## config.mk

```make
export PLATFORM = sky130hd
export DESIGN_NAME = iob_ahb_ram_arb
export DESIGN_NICKNAME = d
export VERILOG_FILES = /design/src/rtl/iob_ahb_ram_arb.sv
export SDC_FILE = /design/constraint.sdc
export NUM_CORES = 1
export LEC_CHECK = 0
export CORE_ASPECT_RATIO = 0.5
export CORE_UTILIZATION = 34
export CTS_CLUSTER_DIAMETER = 120
export CTS_CLUSTER_SIZE = 14
export DETAILED_ROUTE_END_ITERATION = 7
export PLACE_DENSITY = 0.78
export RECOVER_POWER = 25
export SYNTH_ARGS = -nofsm -noshare
export SYNTH_HDL_FRONTEND = slang
export SYNTH_SLANG_ARGS = --single-unit
```

## constraint.sdc

```tcl
create_clock -name clk_i -period 2 [get_ports clk_i]
set_input_delay 0.4 -clock clk_i [delete_from_list [all_inputs] [get_ports clk_i]]
set_output_delay 0.4 -clock clk_i [all_outputs]
set_load 0.02 [all_outputs]
```

## src/rtl/iob_ahb_ram_arb.sv

```systemverilog
// iob_ahb_ram_arb
// Two-manager AHB-lite arbiter in front of a single subordinate (typically a RAM).
// Each beat is forwarded as an independent NONSEQ transfer. Beats from the two
// managers may interleave.
//
// Ports
//   clk_i, arst_i                   clock, asynchronous active-high reset
//   mK_hsel_i .. mK_hwdata_i        manager K address/data phase inputs (K = 0,1)
//   mK_hreadyout_o                  manager K ready (also that manager's HREADY)
//   mK_hrdata_o                     manager K read data (subordinate data passed through)
//   s_hsel_o .. s_hwdata_o          forwarded subordinate bus
//   s_hready_o                      subordinate HREADY
//   s_hreadyout_i, s_hrdata_i       subordinate response
//
// A request that loses arbitration, or that arrives while the subordinate is
// stalled, is parked in a per-manager holding register. That manager is then
// held off with hreadyout=0 until the parked beat has been issued.
module iob_ahb_ram_arb #(
    parameter int ADDR_W = 14,
    parameter int DATA_W = 32
) (
    input  logic              clk_i,
    input  logic              arst_i,
    input  logic              m0_hsel_i,
    input  logic [ADDR_W-1:0] m0_haddr_i,
    input  logic [1:0]        m0_htrans_i,
    input  logic              m0_hwrite_i,
    input  logic [2:0]        m0_hsize_i,
    input  logic [DATA_W-1:0] m0_hwdata_i,
    output logic              m0_hreadyout_o,
    output logic [DATA_W-1:0] m0_hrdata_o,
    input  logic              m1_hsel_i,
    input  logic [ADDR_W-1:0] m1_haddr_i,
    input  logic [1:0]        m1_htrans_i,
    input  logic              m1_hwrite_i,
    input  logic [2:0]        m1_hsize_i,
    input  logic [DATA_W-1:0] m1_hwdata_i,
    output logic              m1_hreadyout_o,
    output logic [DATA_W-1:0] m1_hrdata_o,
    output logic              s_hsel_o,
    output logic [ADDR_W-1:0] s_haddr_o,
    output logic [1:0]        s_htrans_o,
    output logic              s_hwrite_o,
    output logic [2:0]        s_hsize_o,
    output logic [DATA_W-1:0] s_hwdata_o,
    output logic              s_hready_o,
    input  logic              s_hreadyout_i,
    input  logic [DATA_W-1:0] s_hrdata_i
);

    logic              pend0_q, pend0_d, pend1_q, pend1_d;
    logic [ADDR_W-1:0] hold0_addr_q, hold0_addr_d, hold1_addr_q, hold1_addr_d;
    logic              hold0_write_q, hold0_write_d, hold1_write_q, hold1_write_d;
    logic [2:0]        hold0_size_q, hold0_size_d, hold1_size_q, hold1_size_d;
    logic              last_grant_q, last_grant_d;
    logic              d_vld_q, d_vld_d;
    logic              d_own_q, d_own_d;

    logic live0, live1, req0, req1, can_issue, gnt0, gnt1, issue;
    logic unused_htrans_lsb;

    // SEQ/NONSEQ differ only in bit 0; every forwarded beat is NONSEQ, so bit 0 is ignored.
    assign unused_htrans_lsb = m0_htrans_i[0] ^ m1_htrans_i[0];

    // Manager-side ready: a parked beat holds its manager off. The data-phase
    // owner follows the subordinate. An idle manager is always ready.
    assign m0_hreadyout_o = pend0_q ? 1'b0 : ((d_vld_q && !d_own_q) ? s_hreadyout_i : 1'b1);
    assign m1_hreadyout_o = pend1_q ? 1'b0 : ((d_vld_q &&  d_own_q) ? s_hreadyout_i : 1'b1);
    assign m0_hrdata_o    = s_hrdata_i;
    assign m1_hrdata_o    = s_hrdata_i;
    assign s_hready_o     = s_hreadyout_i;
    assign s_hwdata_o     = d_vld_q ? (d_own_q ? m1_hwdata_i : m0_hwdata_i) : {DATA_W{1'b0}};

    // Request detection, round-robin grant and address-phase forwarding.
    always_comb begin
        live0     = m0_hsel_i & m0_htrans_i[1] & m0_hreadyout_o;
        live1     = m1_hsel_i & m1_htrans_i[1] & m1_hreadyout_o;
        req0      = live0 | pend0_q;
        req1      = live1 | pend1_q;
        // Nothing is issued while the subordinate stalls or while reset is asserted.
        can_issue = s_hreadyout_i & ~arst_i;
        // On a tie the manager that did not win last time gets the bus.
        gnt0      = can_issue & req0 & (~req1 | last_grant_q);
        gnt1      = can_issue & req1 & (~req0 | ~last_grant_q);
        issue     = gnt0 | gnt1;

        s_hsel_o   = issue;
        s_htrans_o = issue ? 2'b10 : 2'b00;
        if (gnt1) begin
            s_haddr_o  = pend1_q ? hold1_addr_q  : m1_haddr_i;
            s_hwrite_o = pend1_q ? hold1_write_q : m1_hwrite_i;
            s_hsize_o  = pend1_q ? hold1_size_q  : m1_hsize_i;
        end else begin
            s_haddr_o  = pend0_q ? hold0_addr_q  : m0_haddr_i;
            s_hwrite_o = pend0_q ? hold0_write_q : m0_hwrite_i;
            s_hsize_o  = pend0_q ? hold0_size_q  : m0_hsize_i;
        end
    end

    // Next-state for the holding registers, the pending flags, the grant history and data-phase tracking.
    always_comb begin
        pend0_d       = pend0_q;
        pend1_d       = pend1_q;
        hold0_addr_d  = hold0_addr_q;
        hold0_write_d = hold0_write_q;
        hold0_size_d  = hold0_size_q;
        hold1_addr_d  = hold1_addr_q;
        hold1_write_d = hold1_write_q;
        hold1_size_d  = hold1_size_q;
        last_grant_d  = last_grant_q;
        d_vld_d       = d_vld_q;
        d_own_d       = d_own_q;

        if (gnt0) begin
            pend0_d = 1'b0;
        end else if (live0) begin
            pend0_d       = 1'b1;
            hold0_addr_d  = m0_haddr_i;
            hold0_write_d = m0_hwrite_i;
            hold0_size_d  = m0_hsize_i;
        end else begin
            pend0_d = pend0_q;
        end

        if (gnt1) begin
            pend1_d = 1'b0;
        end else if (live1) begin
            pend1_d       = 1'b1;
            hold1_addr_d  = m1_haddr_i;
            hold1_write_d = m1_hwrite_i;
            hold1_size_d  = m1_hsize_i;
        end else begin
            pend1_d = pend1_q;
        end

        if (issue) begin
            last_grant_d = gnt1;
            d_vld_d      = 1'b1;
            d_own_d      = gnt1;
        end else if (s_hreadyout_i) begin
            d_vld_d = 1'b0;
        end else begin
            d_vld_d = d_vld_q;
        end
    end

    // State registers. Reset drops every parked and in-flight beat.
    always_ff @(posedge clk_i or posedge arst_i) begin
        if (arst_i) begin
            pend0_q       <= 1'b0;
            pend1_q       <= 1'b0;
            hold0_addr_q  <= {ADDR_W{1'b0}};
            hold0_write_q <= 1'b0;
            hold0_size_q  <= 3'b000;
            hold1_addr_q  <= {ADDR_W{1'b0}};
            hold1_write_q <= 1'b0;
            hold1_size_q  <= 3'b000;
            last_grant_q  <= 1'b1;
            d_vld_q       <= 1'b0;
            d_own_q       <= 1'b0;
        end else begin
            pend0_q       <= pend0_d;
            pend1_q       <= pend1_d;
            hold0_addr_q  <= hold0_addr_d;
            hold0_write_q <= hold0_write_d;
            hold0_size_q  <= hold0_size_d;
            hold1_addr_q  <= hold1_addr_d;
            hold1_write_q <= hold1_write_d;
            hold1_size_q  <= hold1_size_d;
            last_grant_q  <= last_grant_d;
            d_vld_q       <= d_vld_d;
            d_own_q       <= d_own_d;
        end
    end

endmodule

```

---- Yosys cells after proc, flatten, opt, wreduce, memory -nomap -nowiden ----
Index checks and enable logic that the tools add are counted.
word-level totals
  word-level logic and storage cells ...... 61
  register bits after elaboration ......... 41
  input port bits ......................... 141
operators by class
  reductions and logical operators ........ 8
  bitwise gates (word level) .............. 20
  mux-type cells .......................... 22
operator list
  kind                 count
  32-bit two-way mux   2
  14-bit two-way mux   3
  1-bit two-way mux    13
  1-bit AND            9
  3-bit two-way mux    3
  1-bit NOT            6
  2-bit nonzero test   3
  1-bit OR             5
  2-bit AND reduction  2
  1-bit logical AND    2
  2-bit two-way mux    1
  1-bit logical NOT    1

---- Depth between registers and ports, before layout ----
Gate-level depths: netlist (run 1).
  depth in word-level cells ............... 11
  mapped depth ............................ 7

---- Least setup slack after synthesis (run 1) ----
No wires, ideal clock.
  kind .................................... register to output
  start point ............................. register d_own_q
  end point ............................... output s_haddr_o[10]
  stages on the path, launching flop included .. 8
  slack ................................... -0.133 ns
  required time ........................... 1.600 ns
  data arrival time ....................... 1.733 ns
  path through ............................ dfrtp_1 -> buf_6 -> nor3b_2 -> o21bai_1 -> a21oi_1 -> buf_4 -> buf_8 -> mux2i_1
on the way
  word-level cells in the longest chain between the ends .. 10
  elaborated cells between the ends (all ways) .. 16
  classes of those cells .................. 5 x mux; 8 x bitwise; 3 x reduce/logical
RTL lines
  item                             RTL line  source
  start, declared                  57        logic d_own_q, d_own_d;
  start signal, assigned           172       d_own_q <= d_own_d;
  1-bit logical NOT                67        assign m0_hreadyout_o = pend0_q ? 1'b0 : ((d_vld_q && !d_own_q) ? s_hreadyout_i : 1'b1);
  1-bit logical AND                67
  1-bit two-way mux (2 in series)  67
  1-bit AND                        76        live0 = m0_hsel_i & m0_htrans_i[1] & m0_hreadyout_o;
  1-bit OR                         78        req0 = live0 | pend0_q;
  1-bit NOT                        84        gnt1 = can_issue & req1 & (~req0 | ~last_grant_q);
  1-bit OR                         84
  1-bit AND *                      84
  14-bit two-way mux *             89        if (gnt1) begin
  end, declared                    41        output logic [ADDR_W-1:0] s_haddr_o,
Mark *: on every way between the ends. The rest lies on a longest branch, timed or not.

---- Final worst setup path (run 1) ----
  start point ............................. register d_vld_q
  end point ............................... output s_haddr_o[7]
on the way
  word-level cells in the longest chain between the ends .. 9
  elaborated cells between the ends (all ways) .. 15
  classes of those cells .................. 5 x mux; 8 x bitwise; 2 x reduce/logical
RTL lines
  item                             RTL line  source
  start, declared                  56        logic d_vld_q, d_vld_d;
  start signal, assigned           171       d_vld_q <= d_vld_d;
  1-bit logical AND                67
  1-bit two-way mux (2 in series)  67
  1-bit AND                        76
  1-bit OR                         78
  1-bit NOT                        84
  1-bit OR                         84
  1-bit AND *                      84
  14-bit two-way mux *             89
Marks and branches as above.

==> results of run 1 <==
metal layers:
metal  wire length (microns)  global-route usage (%)  vias to the layer above
met3                     856                    5.81                       25
met4                     254                    7.41                        0
li1                        -                       -                     1251
met2                    6130                    39.8                      122
met1                    4980                    26.9                     1375
met5                       0                       0                        -
flip-flops by register name, summed over array words and instances, names as in the netlist:
register	flops
d_own_q	1
pend1_q	1
hold1_write_q	1
pend0_q	1
hold0_addr_q	14
hold1_addr_q	14
hold1_size_q	3
d_vld_q	1
hold0_write_q	1
hold0_size_q	3
last_grant_q	1
kinds of logic (layout without fill, tap and decap cells):
family	count (synthesis)	after routing	synth area share [%]
buffers and inverters	86	215	19.0
flip-flops	41	41	30.5
AND/OR/NAND/NOR	46	46	9.41
AO/OA/AOI/OAI	11	11	2.08
other	1	1	0.111
multiplexers	122	122	38.9
path summary, 6_finish.rpt:
kind / slack [ns] / cells after the start / end
max reg2reg: -0.18 / 10 / hold1_addr_q[13]
max: -0.28 / 7 / s_haddr_o[7]
min in group clk_i: 0.51 / 1 / hold0_addr_q[7]
min reg2reg: 0.51 / 1 / hold0_addr_q[7]
max in group asynchronous: 0.67 / 4 / d_own_q
min: 0.51 / 4 / hold1_addr_q[1]
power groups by stage:
stage / Combinational (mW) / Sequential [mW] / Clock, mW
CTS: 3.86 / 1.48 / 0.933
global route: 4.31 / 1.54 / 0.971
finish: 4.12 / 1.49 / 0.938
floorplan: 2.53 / 1.42 / 0
global placement: 3.58 / 1.45 / 0
detailed placement: 3.62 / 1.48 / 0
metrics by stage:
| stage | power (mW) | cell area (sq um) | hold WS [ns] | TNS (ns) | utilization [%] |
|---|---|---|---|---|---|
| after global routing | 6.83 | 5340 | 0.523 | -8.89 | 55.9 |
| final | 6.55 | 5340 | 0.506 | -6.98 | 55.9 |
| after floorplan | 3.95 | 3490 | 0.479 | -0.344 | - |
| after global placement | 5.03 | 4880 | 0.487 | -36.71 | 51.2 |
| after detailed placement | 5.09 | 4880 | 0.494 | -38.49 | 51.2 |
| after CTS | 6.28 | 5360 | 0.464 | -5.41 | 56.2 |
cells in the final DEF (no fill, tap or decap), types with 7 or more instances in the layout:
cell type and count:
clkbuf_2 27, clkbuf_16 7, mux2i_4 9, buf_6 17, mux2i_1 74, buf_4 28, mux2_4 19, buf_12 7
nor2b_1 31, dfrtp_1 39, mux2_2 17, clkdlybuf4s50_1 101
critical path: cells and delay by family, from the launching register on:
| kind | cells | cell delay [ns] |
|---|---|---|
| compound gates | 2 | 0.26 |
| buf+inv | 3 | 0.43 |
| flops | 1 | 0.42 |
| mux | 1 | 0.25 |
| simple gates | 1 | 0.23 |
synth_stat cells, drive strengths merged (2+ instances only):
master | n | area share (%)
clkbuf | 3 | 0.33
mux2 | 36 | 13
nor2 | 2 | 0.30
mux2i | 86 | 26
inv | 3 | 0.33
dfrtp | 40 | 30
a21o | 3 | 0.67
o21ai | 2 | 0.30
nand2b | 3 | 0.56
buf | 80 | 18
a21oi | 4 | 0.71
nand2 | 2 | 0.22
nor2b | 33 | 6.4
and2b | 2 | 0.48
layout make-up:
| class | count | area [sq um] | share of cell area (%) |
|---|---|---|---|
| Clock inverter | 2 | 38.8 | 0.727 |
| Inverter | 3 | 11.3 | 0.211 |
| Clock buffer | 6 | 129 | 2.42 |
| Tap cell | 135 | 169 | 3.17 |
| Multi-Input combinational cell | 180 | 1930 | 36.1 |
| Timing Repair Buffer | 204 | 2030 | 38.1 |
| Sequential cell | 41 | 1030 | 19.3 |
what timing repair did:
action	in CTS	in global routing
pin swaps	6	5
setup buffers	7	6
setup endpoints to repair	73	70
endpoints found under the hold margin	0	0
resized for setup	195	76
gates cloned	5	3
==> flow_metrics.py, run 1 <==
metrics = {
    "worst_setup_path": {
        "arrival_ns": 1.88,
        "worst_path_most_repeated_cell": "buf_6",
        "crit_path_start_kind": "flip-flop",
        "crit_type": "flip-flop to output pin",
        "required_ns": 1.60,
        "max_stage_delay_ns": 0.42,
        "r2r-start": "d_vld_q",
        "critPathSlowestCell": "dfrtp_1",
        "path_cells": "nor3b_4 -> o21bai_2 -> a21oi_4 -> buf_6 -> buf_12 -> mux2i_4 -> buf_6",
        "endpoint_kind": "output pin",
        "worstPathMaxFanout": 8,
        "cp-startpoint": "d_vld_q",
    },
    "layout": {
        "stdcell_count": 571,
        "fillers": 764,
        "drive_gt1_share_pct": 38.3,
        "n_antenna_cell": 0,
        "area_growth_pct": 58.6,
        "layout.nets": 576,
    },
    "die": {
        "die_w_microns": 143,
        "dieArea_sq_um": 10300,
        "die_h_microns": 72.3,
        "rows": 25,
        "core-area_sq_um": 9540,
        "start_util_pct": 35.3,
        "ioPinCount": 261,
    },
    "clocking": {
        "htree_levels": 2,
        "ctsRootBufferMaster": "clkbuf_16",
        "tritoncts": "yes",
        "cts_made_buffers": 5,
        "clock_latency_ns": 0.28,
        "clk_path_buf_depth": 2,
        "clk_pin_slew_ns": 0.06,
        "cts.sinks": 41,
        "ctsHoldBuffers": 0,
    },
    "place": {
        "placedCellCount": 543,
        "place_ws_ns": -1.00,
        "portBuffers": 161,
        "routabilityCongestion": 0.781,
        "place_hpwl_microns": 8250,
    },
    "worst_hold_path": {
        "hold_path_class": "input port to asynchronous set/reset pin",
    },
    "synthesis": {
        "ys_async_sr_fraction_pct": 100,
        "synth_cells": 307,
        "synth.net_count": 448,
        "syn_avg_cell_area_sq_um": 11.0,
        "synth_flop_cell": "dfrtp_1",
        "netlist-cell-type-count": 32,
        "synth_enable_flop_cells": 0,
        "syn_area_sq_um": 3360,
        "ys_ff_latch": 41,
        "ys_warn_count": 0,
        "yosysSeqAreaShare_pct": 30.5,
    },
    "power": {
        "p_leak_nw": 2.42,
        "power.switching_mw": 2.47,
        "switching_share_pct": 37.7,
        "power_frac_clock_pct": 14.3,
        "irDropWorstVdd_v": 0.000511,
        "p_comb_share_pct": 62.9,
        "internal-power_mw": 4.08,
        "p_seq_share_pct": 22.8,
        "power_density_nw_per_um2": 1230,
    },
    "detailed_routing": {
        "drc_errors": 0,
        "vias": 2773,
        "drt_pre_antenna_iters": 4,
        "wirelength_microns": 12200,
        "antenna_left": 0,
        "vias_per_cell": 4.86,
        "drtIter0Drc": 94,
        "routedWlPerCell_microns": 21.4,
    },
    "global_routing": {
        "overflow": 0,
        "grt_pass1_vias": 2963,
        "grt.total_usage_pct": 22.5,
        "grt_max_degree": 36,
        "grt_antenna_before_repair": 0,
        "grt_pass1_wl_microns": 17200,
    },
    "sta": {
        "skew_ns": 0.00288,
        "rsz0062_at_grt": "yes",
        "max_slew_margin_pct": 40.9,
        "tightestPinTransition_ns": 0.887,
        "hold_viol_final": 0,
        "finalCriticalPeriod_ns": 2.28,
        "timing.final.crit_share_pct": 114,
        "finalSetupViolCount": 40,
        "drv_slew": 0,
        "fmax_mhz": 438,
        "setup_ws_ns": -0.282,
    },
    "outcome": {
        "violations": "setup timing",
        "status": "finished, violations left",
    },
    "run": {
        "maxCapViolations": 0,
    },
}
(Power assumes the default switching activity.)
==> run 2: changes to the inputs <==
--- a/config.mk
+++ b/config.mk
@@ -6,11 +6,12 @@
 export NUM_CORES = 1
 export LEC_CHECK = 0
 export CORE_ASPECT_RATIO = 0.5
-export CORE_UTILIZATION = 34
+export CORE_UTILIZATION = 40
 export CTS_CLUSTER_DIAMETER = 120
 export CTS_CLUSTER_SIZE = 14
 export DETAILED_ROUTE_END_ITERATION = 7
-export PLACE_DENSITY = 0.78
+export DONT_BUFFER_PORTS = 1
+export PLACE_DENSITY = 0.5
 export RECOVER_POWER = 25
 export SYNTH_ARGS = -nofsm -noshare
 export SYNTH_HDL_FRONTEND = slang
==> run 2 against run 1 <==
The run ends with capacitance limit, slew limit, setup timing left. Combinational power shrank 25%. Sequential share of layout area rose by 8.4 points. Via count decreased by 24%. Clock power decreased by 2%. Die area down 15%. Clock skew grew 0.0070 ns. Cell area shrank 30%. Sequential power about the same. Global-route usage fell by 0.56 points. Critical path type unchanged. Largest power group unchanged.
==> flow_metrics.py, run 2 (synthesis results as in run 1) <==
metrics = {
    "outcome": {
        "status": "finished, violations left",
        "violations": "capacitance limit, slew limit, setup timing",
    },
    "detailed_routing": {
        "routedWlPerCell_microns": 24.2,
        "vias_per_cell": 5.18,
        "drtIter0Drc": 43,
        "drt_pre_antenna_iters": 4,
        "vias": 2104,
        "wirelength_microns": 9840,
        "antenna_left": 0,
        "drc_errors": 0,
    },
    "worst_setup_path": {
        "worstPathMaxFanout": 8,
        "r2r-start": "d_own_q",
        "setup.worst_path.end": "s_hsize_o[1]",
        "arrival_ns": 1.84,
        "path_cells": "nor3b_4 -> o21bai_2 -> a21oi_4 -> buf_4 -> buf_12 -> mux2i_4",
        "required_ns": 1.60,
        "r2r_slack_ns": 0.20,
        "crit_type": "flip-flop to output pin",
        "r2r_cells": 5,
        "cp-startpoint": "d_own_q",
        "crit_path_start_kind": "flip-flop",
        "endpoint_kind": "output pin",
        "max_stage_delay_ns": 0.42,
        "critPathSlowestCell": "dfrtp_2",
        "r2r_end": "hold1_addr_q[10]",
    },
    "die": {
        "die_h_microns": 66.9,
        "ioPinCount": 261,
        "dieArea_sq_um": 8800,
        "core-area_sq_um": 8090,
        "start_util_pct": 41.6,
        "rows": 23,
        "die_w_microns": 132,
    },
    "run": {
        "maxCapViolations": 1,
    },
    "layout": {
        "layout_commonest_cell": "mux2i_1",
        "drive_gt1_share_pct": 42.9,
        "fillers": 760,
        "layout.nets": 434,
        "n_antenna_cell": 0,
        "design_area_sq_um": 3720,
        "final_cell_mix": "76 x mux2i_1, 54 x buf_4, 39 x dfrtp_1, 32 x nor2b_1, 25 x mux2_2",
        "fin_util_pct": 46.0,
        "area_growth_pct": 10.4,
        "largest_registers": "hold0_addr_q x14, hold1_addr_q x14",
    },
    "clocking": {
        "clk_path_buf_depth": 2,
        "cts_made_buffers": 5,
        "tritoncts": "yes",
        "ctsHoldBuffers": 0,
        "clk_pin_slew_ns": 0.07,
        "htree_levels": 2,
        "ctsRootBufferMaster": "clkbuf_16",
        "clock_latency_ns": 0.28,
        "cts.sinks": 41,
    },
    "sta": {
        "timing.final.crit_share_pct": 112,
        "hold_viol_final": 0,
        "max_slew_margin_pct": -7.63,
        "fmax_mhz": 447,
        "finalSetupViolCount": 34,
        "skew_ns": 0.00985,
        "finalCriticalPeriod_ns": 2.24,
        "drv_slew": 29,
        "rsz0062_at_grt": "yes",
        "tightestPinTransition_ns": 1.61,
        "setup_ws_ns": -0.238,
    },
    "place": {
        "portBuffers": 0,
        "dpl_cell_area_sq_um": 3500,
        "routabilityCongestion": 0.806,
        "place_ws_ns": 0.0319,
        "place_hpwl_microns": 7830,
    },
    "global_routing": {
        "overflow": 0,
        "grt_pass1_vias": 2235,
        "grt_pass1_wl_microns": 14000,
        "grt_max_degree": 33,
        "grt_antenna_before_repair": 0,
        "grt.total_usage_pct": 21.9,
    },
    "worst_hold_path": {
        "hold_path_class": "input port to asynchronous set/reset pin",
    },
    "power": {
        "power_density_nw_per_um2": 1470,
        "irDropWorstVdd_v": 0.000674,
        "p_leak_nw": 1.70,
    },
}
==> run 2: cell count changes in the layout (fill, tap and decap cells not counted), moves of 5 or more <==
cell	before	now
buf_4	28	54
dlygate4sd2_1	5	0
buf_6	17	2
buf_2	5	0
mux2_4	19	11
mux2_2	17	25
clkbuf_2	27	0
clkdlybuf4s50_1	101	0
==> run 2: repair_timing <==
item,4_1_cts,5_1_grt
pin swaps,4,2
endpoints found under the setup margin,36,36
endpoints found under the hold margin,0,0
setup buffers,4,0
gates cloned,1,0
gates resized for setup,7,3
==> run 2: layer usage <==
metal,GRT usage [%],vias up,part of all wire [%]
li1,-,955,-
met1,25.2,1019,40
met2,31.7,120,44
met3,16.7,8,15
met4,3.78,2,0.47
met5,6.79,-,0.69
==> run 2: worst min-delay path by stage <==
stage	cells past startpoint	endpoint	startpoint
finish	2	hold1_write_q	arst_i
global route	1	hold0_size_q[2]	m0_hsize_i[2]
CTS	2	hold1_write_q	arst_i
detailed placement	2	hold1_write_q	arst_i
global placement	2	hold1_write_q	arst_i
floorplan	1	hold0_addr_q[10]	hold0_addr_q[10]
==> run 2: cell type report <==
class | count | area, sq um | share of cell area (%)
clock inverters | 2 | 38.8 | 1.04
multi-input cells | 180 | 1850 | 49.9
well taps | 112 | 140 | 3.77
inverters | 3 | 11.3 | 0.303
clock buffers | 6 | 129 | 3.47
flip-flops and latches | 41 | 1030 | 27.7
repair buffers | 62 | 515 | 13.9
==> run 2: metrics by stage <==
step | hold slack [ns] | setup TNS, ns | std cells | total power [mW]
3_3_place_gp | 0.320 | 0 | 395 | 4.43
5_1_grt | 0.255 | -8.01 | 406 | 5.77
4_1_cts | 0.0238 | -6.20 | 407 | 5.51
2_1_floorplan | 0.479 | -0.344 | 307 | 3.95
3_5_place_dp | 0.324 | 0 | 395 | 4.52
6_report | 0.209 | -4.96 | 406 | 5.46
==> run 2: worst max-delay path, delay by kind of cell (launching register included) <==
| family | cells | cell delay (ns) |
|---|---|---|
| DFF | 1 | 0.42 |
| buffers and inverters | 2 | 0.30 |
| AOI/OAI and AO/OA | 2 | 0.28 |
| muxes | 1 | 0.33 |
| and+or+nand+nor | 1 | 0.22 |
==> run 2: report_power, final <==
group,switching [mW],total (mW),internal [mW]
combinational,1.54,3.07,1.53
sequential,0.226,1.47,1.25
clock,0.328,0.919,0.592
total,2.09,5.46,3.37
